### config.mk
export PLATFORM = sky130hd
export DESIGN_NAME = instruction_issuer
export DESIGN_NICKNAME = d
export VERILOG_FILES = /design/src/rtl/instruction_issuer_pkg.sv /design/src/rtl/instruction_issuer_prog_buffer.sv /design/src/rtl/instruction_issuer.sv
export SDC_FILE = /design/constraint.sdc
export NUM_CORES = 1
export LEC_CHECK = 0
export CAP_MARGIN = 20
export CELL_PAD_IN_SITES_DETAIL_PLACEMENT = 0
export CELL_PAD_IN_SITES_GLOBAL_PLACEMENT = 1
export CORE_ASPECT_RATIO = 1.4
export CORE_UTILIZATION = 57
export DETAILED_ROUTE_END_ITERATION = 7
export GPL_TIMING_DRIVEN = 0
export PLACE_DENSITY = 0.87
export RECOVER_POWER = 50
export SLEW_MARGIN = 20
export SYNTH_ARGS = -nofsm -noshare
export SYNTH_HDL_FRONTEND = slang
export SYNTH_HIERARCHICAL = 1
export SYNTH_SLANG_ARGS = --single-unit
### constraint.sdc
create_clock -name clock -period 6.5 [get_ports clock]
set_clock_uncertainty 0.05 [all_clocks]
set_input_delay 1.3 -clock clock [delete_from_list [all_inputs] [get_ports clock]]
set_output_delay 1.3 -clock clock [all_outputs]
set_load 0.03 [all_outputs]
### src/rtl/instruction_issuer_pkg.sv
// Shared definitions for the instruction issuer: instruction layout, opcodes
// and FSM state encoding.
package instruction_issuer_pkg;

    localparam int unsigned INSTR_W = 13;
    localparam int unsigned OP_MSB  = 12;
    localparam int unsigned OP_LSB  = 11;

    typedef enum logic [1:0] {
        OP_STORE = 2'b00,
        OP_LOAD  = 2'b01,
        OP_ADD   = 2'b10,
        OP_MUL   = 2'b11
    } opcode_e;

    typedef enum logic [1:0] {
        ST_IDLE = 2'b00,
        ST_RUN  = 2'b01,
        ST_DONE = 2'b10
    } state_e;

    function automatic opcode_e instr_op(input logic [INSTR_W-1:0] instr);
        return opcode_e'(instr[OP_MSB:OP_LSB]);
    endfunction

endpackage

### src/rtl/instruction_issuer_prog_buffer.sv
// Program buffer: append-only register array with count, full flag, clear and
// a combinational read port.
module issuer_prog_buffer
    import instruction_issuer_pkg::*;
#(
    parameter int unsigned DEPTH = 16,
    parameter int unsigned PTR_W = 4
) (
    input  logic               clock,
    input  logic               reset,
    input  logic               wr_en,
    input  logic [INSTR_W-1:0] wr_data,
    input  logic               clear,
    input  logic [PTR_W-1:0]   rd_addr,
    output logic [INSTR_W-1:0] rd_data_c,
    output logic [PTR_W:0]     count,
    output logic               full
);

    logic [INSTR_W-1:0] mem_q [DEPTH];
    logic [PTR_W:0]     count_q;
    logic [PTR_W:0]     count_d;
    logic               full_q;
    logic               full_d;
    logic               wr_take;

    // Clear wins over a write; writes to a full buffer are dropped.
    always_comb begin
        wr_take = wr_en && !clear && !full_q;
        count_d = count_q;
        if (clear) begin
            count_d = '0;
        end else if (wr_take) begin
            count_d = count_q + (PTR_W+1)'(1);
        end
        full_d = (count_d == (PTR_W+1)'(DEPTH));
    end

    always_ff @(posedge clock or negedge reset) begin
        if (!reset) begin
            count_q <= '0;
            full_q  <= 1'b0;
        end else begin
            count_q <= count_d;
            full_q  <= full_d;
        end
    end

    // Storage is deliberately not reset; contents are only meaningful below count.
    always_ff @(posedge clock) begin
        if (wr_take) begin
            mem_q[count_q[PTR_W-1:0]] <= wr_data;
        end
    end

    assign rd_data_c = mem_q[rd_addr];
    assign count     = count_q;
    assign full      = full_q;

endmodule

### src/rtl/instruction_issuer.sv
// Drives a buffered program onto the processor's instruction_Register, holding
// each instruction for a per-opcode number of cycles.
module instruction_issuer
    import instruction_issuer_pkg::*;
#(
    parameter int unsigned DEPTH     = 16,
    parameter int unsigned PTR_W     = 4,
    parameter int unsigned CYC_STORE = 4,
    parameter int unsigned CYC_LOAD  = 4,
    parameter int unsigned CYC_ADD   = 4,
    parameter int unsigned CYC_MUL   = 4
) (
    input  logic               clock,
    input  logic               reset,
    input  logic               prog_wr_en,
    input  logic [INSTR_W-1:0] prog_wr_data,
    input  logic               prog_clear,
    input  logic               start,
    output logic [PTR_W:0]     prog_count,
    output logic               prog_full,
    output logic               busy,
    output logic [INSTR_W-1:0] instruction_Register,
    output logic               instr_valid,
    output logic               done
);

    localparam int unsigned CYC_MAX_SL = (CYC_STORE > CYC_LOAD) ? CYC_STORE : CYC_LOAD;
    localparam int unsigned CYC_MAX_AM = (CYC_ADD > CYC_MUL) ? CYC_ADD : CYC_MUL;
    localparam int unsigned CYC_MAX    = (CYC_MAX_SL > CYC_MAX_AM) ? CYC_MAX_SL : CYC_MAX_AM;
    localparam int unsigned CNT_W      = (CYC_MAX > 1) ? $clog2(CYC_MAX) : 1;

    function automatic logic [CNT_W-1:0] hold_of(input logic [INSTR_W-1:0] instr);
        case (instr_op(instr))
            OP_STORE: return CNT_W'(CYC_STORE - 1);
            OP_LOAD:  return CNT_W'(CYC_LOAD - 1);
            OP_ADD:   return CNT_W'(CYC_ADD - 1);
            OP_MUL:   return CNT_W'(CYC_MUL - 1);
        endcase
    endfunction

    state_e             state_q, state_d;
    logic [PTR_W-1:0]   rd_ptr_q, rd_ptr_d;
    logic [CNT_W-1:0]   hold_q, hold_d;
    logic [INSTR_W-1:0] ir_q, ir_d;
    logic               valid_q, valid_d;
    logic               busy_q, busy_d;
    logic               done_q, done_d;

    logic               idle;
    logic               buf_wr;
    logic               buf_clr;
    logic               wr_take;
    logic [PTR_W:0]     eff_count;
    logic               go;
    logic               last;
    logic [PTR_W-1:0]   rd_addr;
    logic [INSTR_W-1:0] buf_rd;
    logic [INSTR_W-1:0] first_instr;

    issuer_prog_buffer #(
        .DEPTH (DEPTH),
        .PTR_W (PTR_W)
    ) u_buf (
        .clock     (clock),
        .reset     (reset),
        .wr_en     (buf_wr),
        .wr_data   (prog_wr_data),
        .clear     (buf_clr),
        .rd_addr   (rd_addr),
        .rd_data_c (buf_rd),
        .count     (prog_count),
        .full      (prog_full)
    );

    // A start in the same cycle as a write sees the post-write count, and an
    // empty buffer's first entry comes straight from the write data.
    always_comb begin
        idle        = (state_q == ST_IDLE);
        buf_wr      = idle && prog_wr_en;
        buf_clr     = idle && prog_clear;
        wr_take     = buf_wr && !buf_clr && !prog_full;
        eff_count   = buf_clr ? '0 : prog_count + (PTR_W+1)'(wr_take);
        go          = idle && start && (eff_count != '0);
        last        = ((PTR_W+1)'(rd_ptr_q) + (PTR_W+1)'(1)) == prog_count;
        rd_addr     = idle ? '0 : rd_ptr_q + PTR_W'(1);
        first_instr = (prog_count == '0) ? prog_wr_data : buf_rd;
    end

    always_ff @(posedge clock or negedge reset) begin
        if (!reset) begin
            state_q  <= ST_IDLE;
            rd_ptr_q <= '0;
            hold_q   <= '0;
            ir_q     <= '0;
            valid_q  <= 1'b0;
            busy_q   <= 1'b0;
            done_q   <= 1'b0;
        end else begin
            state_q  <= state_d;
            rd_ptr_q <= rd_ptr_d;
            hold_q   <= hold_d;
            ir_q     <= ir_d;
            valid_q  <= valid_d;
            busy_q   <= busy_d;
            done_q   <= done_d;
        end
    end

    always_comb begin
        state_d = state_q;
        case (state_q)
            ST_IDLE: if (go) state_d = ST_RUN;
            ST_RUN:  if (hold_q == '0 && last) state_d = ST_DONE;
            ST_DONE: state_d = ST_IDLE;
            default: state_d = ST_IDLE;
        endcase
    end

    // Hold budget is always decoded from the instruction being loaded.
    always_comb begin
        rd_ptr_d = rd_ptr_q;
        hold_d   = hold_q;
        ir_d     = ir_q;
        valid_d  = valid_q;
        busy_d   = busy_q;
        done_d   = 1'b0;
        case (state_q)
            ST_IDLE: begin
                if (go) begin
                    ir_d     = first_instr;
                    hold_d   = hold_of(first_instr);
                    rd_ptr_d = '0;
                    valid_d  = 1'b1;
                    busy_d   = 1'b1;
                end
            end
            ST_RUN: begin
                if (hold_q != '0) begin
                    hold_d = hold_q - CNT_W'(1);
                end else if (!last) begin
                    rd_ptr_d = rd_ptr_q + PTR_W'(1);
                    ir_d     = buf_rd;
                    hold_d   = hold_of(buf_rd);
                end else begin
                    valid_d = 1'b0;
                end
            end
            ST_DONE: begin
                done_d   = 1'b1;
                busy_d   = 1'b0;
                rd_ptr_d = '0;
            end
            default: ;
        endcase
    end

    assign instruction_Register = ir_q;
    assign instr_valid          = valid_q;
    assign busy                 = busy_q;
    assign done                 = done_q;

endmodule
* Word level (Yosys, flattened, before mapping) *
Memories as Yosys holds them, arrays and structs flattened.
Cells that the tools add are included.

storage, ports and cells
  flip-flop bits (word level) = 30
  bits in writable memories = 208
  bits of input ports = 18
  output and inout port bits = 22
  word-level logic and storage cells = 88
  memories = 1

memory list
  name         words  width  rd ports  clocked after Yosys merged registers in  wr ports  RTL line                              text
  u_buf.mem_q  16     13     1         0                                        1         instruction_issuer_prog_buffer.sv:20  logic [INSTR_W-1:0] mem_q [DEPTH];

cells by class
  add/subtract/negate cells = 5
  equality and inequality tests = 16
  mux-type cells = 30
  reduce and logical (&&, ||, !) cells = 27

operators by type and width
  operator             count
  $mux 13              4
  $pmux 13 s2          1
  $mux 4               4
  $mux 5               3
  $mux 2               7
  $pmux 4 s3           1
  $reduce_and 4->1     3
  $eq 2x2->1 const B   5
  $logic_not 2->1      4
  $ne 2x2->1 const B   4
  $pmux 2 s2           2
  $reduce_or 4->1      2
  $logic_and 1x1->1    7
  $eq 2x1->1 const B   3
  $mux 1               6
  $reduce_bool 2->1    3
  $add 4x1->5 const B  1
  $add 5x1->5          1
  $add 5x1->5 const B  1
  $eq 5x5->1           1
  $eq 5x5->1 const B   1
  $logic_not 5->1      1
  $reduce_bool 5->1    1
  $add 4x1->4 const B  1
  8 further kinds      11

* Depth between registers and ports, before layout *
Gate-level depths: netlist of the first run.

  depth after elaboration = 11
  gate-level depth with buffers = 12
  gate-level depth less buffers = 10

* Hierarchy *
The synthesis of the first run kept the hierarchy.

modules (own cells, without submodules)
  module              instances  cells an instance  area an instance (um^2)  sequential area each (um^2)
  issuer_prog_buffer  1          377                8344.3                   6396.1
  instruction_issuer  1          139                1519.0                   600.6

* Least setup slack after synthesis of the first run *
No wires, ideal clock.

  kind = input -> register
  from = input prog_wr_en
  to = memory u_buf.mem_q[1][0], enable pin
  setup time = 0.400 ns
  arrival time = 2.998 ns
  required time = 6.050 ns
  slack = 3.053 ns
  stages on the path = 6
  buffers on the path = 1
  cell sequence = and2_1 nor2b_1 buf_2 nor2b_1 nand2_1 nor3_1

on the way
  cells in the longest elaborated chain, start to end = 5

ends and longest elaborated chain
  what                             RTL line                              text
  start, declared                  instruction_issuer.sv:15              input logic prog_wr_en,
  $logic_and 1x1->1                instruction_issuer.sv:79              buf_wr = idle && prog_wr_en;
  $logic_and 1x1->1 (2 in series)  instruction_issuer_prog_buffer.sv:29  wr_take = wr_en && !clear && !full_q;
  $mux 1                           instruction_issuer_prog_buffer.sv:51  if (wr_take) begin
  $mux 1 (not written as such)     instruction_issuer_prog_buffer.sv:52  mem_q[count_q[PTR_W-1:0]] <= wr_data;
  end, declared                    instruction_issuer_prog_buffer.sv:20

Every way passes these cells.

* Worst setup path after layout of the first run *
  from = input prog_wr_en
  to = register ir_q[10] (netlist: instruction_Register[10])

on the way
  cells in the longest elaborated chain, start to end = 9

ends and longest elaborated chain
  what                               RTL line                   text
  $logic_and 1x1->1                  instruction_issuer.sv:79
  net buf_wr                         instruction_issuer.sv:50   logic buf_wr;
  $logic_and 1x1->1 (2 in series)    instruction_issuer.sv:81   wr_take = buf_wr && !buf_clr && !prog_full;
  $add 5x1->5                        instruction_issuer.sv:82   eff_count = buf_clr ? '0 : prog_count + (PTR_W+1)'(wr_take);
  $mux 5                             instruction_issuer.sv:82
  $reduce_bool 5->1                  instruction_issuer.sv:83   go = idle && start && (eff_count != '0);
  $logic_and 1x1->1                  instruction_issuer.sv:83
  $ne 2x1->1 (no source line)        n/a
  $reduce_and 4->1 (no source line)  n/a
  end signal, assigned               instruction_issuer.sv:102  ir_q <= ir_d;
  end, declared                      instruction_issuer.sv:44   logic [INSTR_W-1:0] ir_q, ir_d;

The timed path passes the listed nets, and every way through them passes these cells.
A chain may end at the register's enable or synchronous reset.

==> impl_results.md, run 1 <==
- Postcts setup bufs: 0
- Synth top area share: about 63%
- R2r setup slk: 3.12 ns
- Period utilization: around 56%
- Number of port buffers: 39
- Area delta synth->final: 14.8%
- I/O pins: 40
- Arr. time, crit path: ~4 ns
- RSZ-0062 raised after global routing: no
- First-pass GRT wire length: 31,900 microns
- Final core utilization: roughly two thirds
- Largest net degree at the start of global routing: 18
- Register area share after synthesis: a little under three quarters
- Final Max Tran Viols: 0
- Post-CTS Resized: 0
- Top FF cell, synth: edfxtp_1
- Hold path depth: 1
- Critical Path Fanout Max: 10
- Mean Syn Cell Area: about 19 sq um
- Drt drc: 0
- Status: finished, final reports clean
- ANT nets after route: 0
- Residual overflow from global routing: 0
- Hold endpoint: instruction_Register[0]
- Reg2Reg Depth: 11
- FF-to-FF End: instruction_Register[10]
- FP Rows: between 50 and 60
- Die height: between 150 and 200 microns
- Commonest cells in the netlist: edfxtp_1 (208), dfrtp_1 (30), nor2_1 (29)
- CP Capture Type: flip-flop
- DRT iter0 DRCs: roughly 370
- Area contributors post-synth: edfxtp_1 (63%), dfrtp_1 (7.6%), mux4_1 (6.4%)
- Synthesized cell area: 9860 sq um
- VDD IR max: roughly 0.29 mV
- Dominant cell type by area after synthesis: edfxtp_1
- Crit start category: primary input
- Max_slew headroom: approximately 29%
- Initial antenna violation count: 0
- DP HPWL: 13,500 microns
- Vias in the first global route: between 5k and 6k
- # nets final: between 600 and 700
- Max-Cap Viols: 0
- Routed len/inst: 26.3 microns
- Hold buffers post-CTS: 0
- Yosys warning count: 6
- Synthesized flop and latch total: about 240
- Core box area: between 15,000 and 20,000 sq um
- Setup tns final: 0 ns
- EDFF count, synth: approximately 210
- Async S/R FF share, synth: 12.6%
- Gr usage total: about a quarter
- Initial DRT Pass Iterations: 8
- Clock buffer depth: 3
- Die Area: between 15,000 and 20,000 sq um
- CTS sink count: roughly 240
- Most used standard cell by instance count after synthesis: edfxtp_1
- Via Count: 5,204
- Synth Net Count: ~540
- Initial Utilization: around three fifths
- Required time worst endpoint: approximately 6.8 ns
- Final Hold Viols: 0
- CTS tree: yes
- Gate count after technology mapping: roughly 520
- Root buf cell: clkbuf_16
- Post-route setup slack: about 2.9 ns
- Max Fclk: approximately 280 MHz
- Die W: approximately 110 microns
- PD cells: around 460 nW/um^2
- Clock latency on the worst-skew pair: 0.49 ns
- Worst hold start: instruction_Register[0]
- Worst hold slack: 0.452 ns
- Worst Path Class, Setup: in -> reg
- Synth cell types: 50
- Share of cells above drive strength 1: 21.5%
- Final min period: about 3.6 ns
- Final setup fails: 0
- Clock transition at path regs: roughly 0.06 ns
- LEAKAGE: 3.83 nW
- Reg-to-Reg Start: state_q[1]
- Average vias per placed instance: between 6 and 7
- Gp weighted congestion: between 0.7 and 0.8
- Post-place setup slack: around 2.4 ns
- H-tree levels: 1
- Slew @ Worst Pin: between 1 and 1.5 ns
- Diodes inserted: 0
- Final WL: 21,100 microns
- Hold crit path type: reg -> reg
- Final Power: around 0.0052 W
- TritonCTS buffer count: 22
-- logic make-up (layout without fill, tap and decap cells) --
group           count (synthesis)  count (layout)  synth area share, %
simple gates                  101             101                 5.45
compound gates                 48              48                 3.87
flops                         238             238                 70.9
xor+xnor                       10              10                0.888
fa+ha+maj                       8               8                 1.01
mux                            79              79                 15.9
buf+inv                        32             116                 1.98
-- state kept, by name (all words and copies together) (netlist names) --
register and cells:
u_buf/mem_q 208, instruction_Register 13, u_buf/count 5, rd_ptr_q 4, hold_q 2, state_q 2
busy 1, done 1, instr_valid 1, u_buf/full 1
-- placed cells by master, fill, tap and decap left out, types with 4 or more instances in the layout --
cell type	count
nor3_2	4
xor2_1	4
a22oi_1	26
dlygate4sd3_1	19
mux4_2	28
a21oi_1	4
mux4_1	24
inv_1	7
ha_1	8
clkdlybuf4s50_1	19
dfrtp_1	30
nor2_2	12
nor2_1	17
nor2b_1	6
nor3_1	5
nand3_1	7
clkbuf_16	23
clkinv_1	5
buf_4	6
nand2_1	23
xnor2_1	6
clkbuf_1	15
buf_6	10
edfxtp_1	208
nand2b_1	4
mux2_2	25
clkinv_2	4
-- per-stage QoR --
step	instance area, sq um	std cells
after detailed placement	10600	763
after CTS	11300	803
after floorplan	9860	516
after global placement	10500	758
final	11300	803
after global routing	11300	803
-- critical path, stage by stage --
cell and delay, ns:
clkdlybuf4s50_1 0.44, and2_1 0.21, nor3b_1 0.22, ha_1 0.23, ha_1 0.27, o41a_1 0.46
o21ai_2 0.14, o21ai_4 0.15, buf_6 0.19, mux2_1 0.32
-- where the power goes --
group | total, W | internal [W] | switching, W
combinational | 0.00209 | 0.000964 | 0.00113
clock | 0.00127 | 0.000746 | 0.000525
sequential | 0.00184 | 0.00177 | 0.0000740
total | 0.00521 | 0.00348 | 0.00173
-- layer usage --
layer  up-vias  GRT usage (%)  wire length [microns]
met3        49           3.02                   1260
met4         0           9.90                    712
met5         -              0                      0
li1       2245              -                      -
met2       226           44.6                  11300
met1      2684           30.8                   7840
-- layout make-up --
| type | count | area [sq um] |
|---|---|---|
| flip-flops and latches | 238 | 7000 |
| clock inverters | 13 | 115 |
| repair buffers | 44 | 429 |
| fillers | 1098 | 5500 |
| multi-input cells | 246 | 2720 |
| clock buffers | 27 | 611 |
| well taps | 203 | 254 |
| inverters | 7 | 26.3 |
| plain buffers | 25 | 168 |
-- worst max-delay path by stage --
stage                          start  slack (ns)                  endpoint
after floorplan           prog_wr_en        3.05         u_buf/mem_q[1][0]
after global placement    prog_wr_en        1.69         u_buf/mem_q[2][6]
after detailed placement  prog_wr_en        2.38  instruction_Register[10]
after CTS                 prog_wr_en        2.88  instruction_Register[10]
after global routing      prog_wr_en        2.74  instruction_Register[10]
final                     prog_wr_en        2.87  instruction_Register[10]
(Power assumes the default switching activity.)
==> run 2, diff against run 1 <==
Settings changed: CORE_UTILIZATION 57 to 48, PLACE_DENSITY 0.87 to 0.79.
Clock period 6.5 ns to 3.13 ns, I/O delays scaled along.
==> run 2 against run 1 <==
Setup slack got worse by 2.8 ns. Sequential power grew 110%. Flip-flop and latch count did not move. Cell count is 6.0% higher. Die area increased by 18%. Critical path type is now reg -> reg.
==> impl_results.md, run 2 (synthesis gave the netlist of run 1 again) <==
- Status: finished, final reports clean
- Vias in the first global route: 5,446
- CP Capture Type: flip-flop
- Worst hold slack: 0.223 ns
- Seq pwr share: roughly 36%
- Clock buffer depth: 3
- Diodes inserted: 0
- Max Fclk: roughly 330 MHz
- Period utilization: 97.0%
- Hold buffers post-CTS: 0
- LEAKAGE: about 3.8 nW
- Critical Path Fanout Max: 10
- Required time worst endpoint: around 3.5 ns
- H-tree levels: 1
- Largest register FFs: around 210
- Gr usage total: about a fifth
- Via Count: ~5.1k
- Average vias per placed instance: around 6.0
- Slowest CP cell: dfrtp_1
- Worst Path Class, Setup: reg -> reg
- Max stage delay on crit path: roughly 0.47 ns
- Initial DRT Pass Iterations: 5
- DRT iter0 DRCs: 351
- TritonCTS buffer count: 21
- ANT nets after route: 0
- Gp weighted congestion: 0.787
- CTS sink count: approximately 240
- Area of the multi-input gates: 2740 sq um
- Comb pwr share: about two fifths
- Residual overflow from global routing: 0
- Seq. cell area: approximately 7000 sq um
- PD cells: ~940 nW/um^2
- Most frequent cells in the layout: edfxtp_1 (208), dfrtp_1 (30), mux4_2 (28)
- I/O pins: 40
- Core box area: approximately 20,000 sq um
- Crit start category: flip-flop
- Placed Cells: 812
- Root buf cell: clkbuf_16
- DP HPWL: ~14,000 microns
- CTS tree: yes
- Crit-path cells: ha_1 -> nor2b_1 -> buf_2 -> clkbuf_2 -> mux4_1 -> a22oi_1 -> nand2_1 -> mux2_2 -> mux2_2
- Die W: about 120 microns
- Psw: around 0.0036 W
- Max-Cap Viols: 0
- Routed len/inst: ~24 microns
- Area delta synth->final: 15.5%
- Slew @ Worst Pin: approximately 1.0 ns
- Arr. time, crit path: about 3.4 ns
- Final Hold Viols: 0
- Share of cells above drive strength 1: a little under a quarter
- Layout Cells excl Fill: between 800 and 900
- Final Max Tran Viols: 0
- Initial antenna violation count: 0
- Switching Share: between 30% and 40%
- Internal: approximately 0.007 W
- Final min period: between 3 and 4 ns
- Max_slew headroom: between 30% and 40%
- Final setup fails: 0
- CP most frequent cell: mux2_2
- Largest net degree at the start of global routing: 18
- RSZ-0062 raised after global routing: no
- Final WL: 20,800 microns
- Die Area: 21,100 sq um
- # nets final: 611
- FP Rows: about 60
- Number of port buffers: 39
- Clock latency on the worst-skew pair: roughly 0.49 ns
- Die height: 172 microns
- First-pass GRT wire length: 32,000 microns
- Hold crit path type: in -> async
- Clock transition at path regs: roughly 0.060 ns
- Drt drc: 0
- Initial Utilization: approximately 50%
- Clock power frac: a little under a quarter
- Leading cell type in the layout, fill and taps excluded: edfxtp_1
- VDD IR max: around 0.54 mV
- Fill count: ~1.5k
==> run 2: cell types whose count changed in the layout (fill, tap and decap cells not counted), moves of 2 or more <==
cell       change
clkbuf_8       +7
clkinv_1       -5
clkbuf_1       -4
clkbuf_2       +4
clkinv_2       -4
bufinv_16      -2
clkbuf_16      -2
==> run 2: timing repair <==
item,CTS,global route
pin swaps,0,0
setup endpoints to repair,13,12
buffers inserted,0,2
gates resized for setup,8,4
==> run 2: area by class of cell <==
type,instances,share of cell area [%]
Timing Repair Buffer,46,3.93
Inverter,7,0.231
Multi-Input combinational cell,246,24.0
Buffer,25,1.56
Sequential cell,238,61.4
Clock inverter,3,0.220
Clock buffer,34,5.83
Tap cell,252,2.77
==> run 2: final timing paths <==
| check | startpoint | slack (ns) | cells past startpoint | endpoint |
|---|---|---|---|---|
| worst max-delay path | rd_ptr_q[0] | 0.09 | 9 | instruction_Register[1] |
| worst min-delay path | reset | 0.22 | 1 | instruction_Register[3] |
| worst max register to register | rd_ptr_q[0] | 0.09 | 9 | instruction_Register[1] |
| max in group asynchronous | reset | 1.35 | 2 | u_buf/count[4] |
| worst min register to register | instruction_Register[9] | 0.46 | 1 | instruction_Register[9] |
| min in group clock | instruction_Register[9] | 0.46 | 1 | instruction_Register[9] |
==> run 2: power groups by stage <==
stage          Sequential, W  Combinational (W)  Clock (W)
3_3_place_gp         0.00389            0.00420          0
4_1_cts              0.00384            0.00437    0.00257
6_report             0.00384            0.00435    0.00253
3_5_place_dp         0.00390            0.00434          0
2_1_floorplan        0.00409            0.00283          0
5_1_grt              0.00386            0.00469    0.00268
==> run 2: layer usage <==
| layer | global-route usage [%] | wire, microns | share of wire, % |
|---|---|---|---|
| met1 | 26.4 | 7930 | 38 |
| met2 | 36.6 | 11200 | 54 |
| met3 | 2.45 | 1090 | 5.2 |
| met4 | 7.96 | 547 | 2.6 |
| met5 | 0 | 0 | 0 |
==> run 2: critical path: cells and delay by family, from the launching register on <==
kind,cells,cell delay (ns)
buffers and inverters,2,0.51
adders and majority gates,1,0.40
muxes,3,0.94
and+or+nand+nor,2,0.22
AOI/OAI and AO/OA,1,0.33
DFF,1,0.47
==> run 2: through the flow <==
step,worst slack [ns],utilization [%],TNS [ns],instance area [sq um],total power [W]
global route,0.0122,57.0,0,11400,0.0112
global placement,-0.880,52.9,-80.90,10600,0.00809
CTS,0.0374,57.0,0,11400,0.0108
finish,0.0939,57.0,0,11400,0.0107
floorplan,0.254,-,0,9860,0.00692
detailed placement,-0.338,53.4,-10.15,10700,0.00824
==> run 3, diff against run 2 <==
Settings changed: ABC_CLOCK_PERIOD_IN_PS from default to 3130, CORE_ASPECT_RATIO 1.4 to 1.2, TNS_END_PERCENT from default to 5.
==> run 3 against run 2 <==
Core utilization fell by 0.25 points. Critical path depth stayed put. Combinational power shrank 2%. Cell area increased by 0.49%. Sequential power hardly changed. Worst hold slack worse by 0.040 ns. Maximum frequency increased by 1.5%. Register-to-register slack better by 0.05 ns. Setup slack improved by 0.046 ns. Sequential share of layout area is 0.30 points lower. Clock power grew 7%. Via count shrank 1.7%. Critical path type unchanged. Largest cell class unchanged. Highest routed layer unchanged.
==> impl_results.md, run 3 (synthesis gave the netlist of run 1 again) <==
- Die W: ~130 microns
- Critical path's top delay family: multiplexers
- Gr usage total: between 10% and 20%
- Most frequent cells in the layout: edfxtp_1 (208), dfrtp_1 (30), mux4_2 (28)
- FF-to-FF End: instruction_Register[4]
- Die height: 159 microns
- Crit start category: flip-flop
- TritonCTS buffer count: 24
- Final Hold Viols: 0
- Crit path launch: rd_ptr_q[0]
- LEAKAGE: 3.87 nW
- Clock transition at path regs: 0.06 ns
- Critical Path Stages: 9
- Final core utilization: between 50% and 60%
- I/O pins: 40
- Max-Cap Viols: 0
- Drt drc: 0
- Layout Cells excl Fill: 870
- Largest register FFs: between 200 and 250
- Final WL: between 15,000 and 20,000 microns
- CTS tree: yes
- Worst Path Class, Setup: reg -> reg
- Root buf cell: clkbuf_16
- Vias in the first global route: around 5.3k
- Initial DRT Pass Iterations: 5
- Initial antenna violation count: 0
- Critical path buffer and inverter count: 2
- Period utilization: 95.5%
- RSZ-0062 raised after global routing: no
- Arr. time, crit path: around 3.3 ns
- Number of port buffers: 39
- Setup tns final: 0 ns
- Share of cells above drive strength 1: roughly a quarter
- Via Count: 5,049
- R2r setup slk: about 0.14 ns
- Final setup fails: 0
- FP Rows: 57
- Largest net degree at the start of global routing: 18
- PD cells: approximately 950 nW/um^2
- ANT nets after route: 0
- Area delta synth->final: 16.1%
- Critical Path Fanout Max: 10
- Max stage delay on crit path: 0.45 ns
- Hold crit path type: in -> async
- DRT iter0 DRCs: approximately 360
- Clock buffer depth: 3
- Diodes inserted: 0
- Reg-to-Reg Start: rd_ptr_q[0]
- Clock latency on the worst-skew pair: 0.51 ns
- Gp weighted congestion: 0.772
- Reg2Reg Depth: 9
- Average vias per placed instance: ~5.8
- Status: finished, final reports clean
- Routed len/inst: 22.8 microns
- Final min period: between 2 and 3 ns
- Slowest CP cell: dfrtp_1
- Final Power: ~0.011 W
- Core box area: 20,200 sq um
- Required time worst endpoint: between 3 and 4 ns
- CP most frequent cell: mux2_2
- Post-route setup slack: roughly 0.14 ns
- Leading cell type in the layout, fill and taps excluded: edfxtp_1
- Slew @ Worst Pin: a little under 1 ns
- Max_slew headroom: between 30% and 40%
- Setup crit end: instruction_Register[4]
- Final Max Tran Viols: 0
- DP HPWL: approximately 13,000 microns
- Max Fclk: approximately 330 MHz
- Initial Utilization: between 40% and 50%
- Residual overflow from global routing: 0
- Post-place setup slack: -0.401 ns
- Fill count: 1,489
- Placed Cells: 825
- Die Area: ~21,000 sq um
- Hold buffers post-CTS: 0
- H-tree levels: 1
- CP Capture Type: flip-flop
- Crit-path cells: ha_1 -> nor2b_1 -> buf_2 -> clkbuf_2 -> mux4_1 -> a22oi_1 -> nand2_1 -> mux2_2 -> mux2_2
- CTS sink count: between 200 and 250
- VDD IR max: approximately 0.47 mV
- # nets final: 613
- First-pass GRT wire length: approximately 31,000 microns
run 3: how the worst min path moves through the flow:
| stage | start | endpoint | cells after the start |
|---|---|---|---|
| final | reset | rd_ptr_q[1] | 1 |
| after global routing | reset | rd_ptr_q[1] | 1 |
| after CTS | reset | rd_ptr_q[1] | 1 |
| after detailed placement | instruction_Register[10] | instruction_Register[10] | 1 |
| after global placement | instruction_Register[10] | instruction_Register[10] | 1 |
| after floorplan | reset | busy | 0 |
run 3: area by class of cell:
type                            instances  area, sq um  share of cell area, %
Clock buffer                           36          687                   6.00
Sequential cell                       238         7000                   61.1
Inverter                                7         26.3                  0.230
Multi-Input combinational cell        246         2740                   23.9
Buffer                                 25          175                   1.53
Clock inverter                          8         67.6                  0.590
Tap cell                              265          332                   2.90
Timing Repair Buffer                   45          425                   3.72
run 3: what timing repair did:
| action | in CTS | in global routing |
|---|---|---|
| gates resized for setup | 8 | 2 |
| buffers inserted | 0 | 1 |
| hold endpoints to repair | 0 | 0 |
| pin swaps | 0 | 0 |
| setup endpoints to repair | 13 | 10 |
run 3: where the power goes:
| group | total (W) | switching [W] | internal [W] |
|---|---|---|---|
| Combinational | 0.00427 | 0.00226 | 0.00202 |
| Clock | 0.00271 | 0.00111 | 0.00160 |
| Sequential | 0.00384 | 0.000164 | 0.00367 |
| Total | 0.0108 | 0.00354 | 0.00729 |
run 3: worst reg2reg max path: cells and delay by family, from the launching register on:
| family | cells | cell delay, ns |
|---|---|---|
| DFF | 1 | 0.45 |
| muxes | 3 | 0.88 |
| adders and majority gates | 1 | 0.37 |
| and+or+nand+nor | 2 | 0.22 |
| AOI/OAI and AO/OA | 1 | 0.37 |
| buffers and inverters | 2 | 0.53 |
run 3: stage by stage:
step / instance area [sq um] / hold WS (ns)
global placement: 10600 / 0.418
finish: 11400 / 0.182
detailed placement: 10700 / 0.440
floorplan: 9860 / 0.280
CTS: 11500 / 0.00413
global route: 11400 / 0.244
run 3: per-layer routing:
layer | global-route usage (%) | up-vias | part of all wire [%]
met5 | 0 | - | 0
met4 | 6.79 | 0 | 2.9
met3 | 2.93 | 35 | 4.9
met2 | 32.2 | 139 | 49
met1 | 26.5 | 2621 | 43
li1 | - | 2254 | -
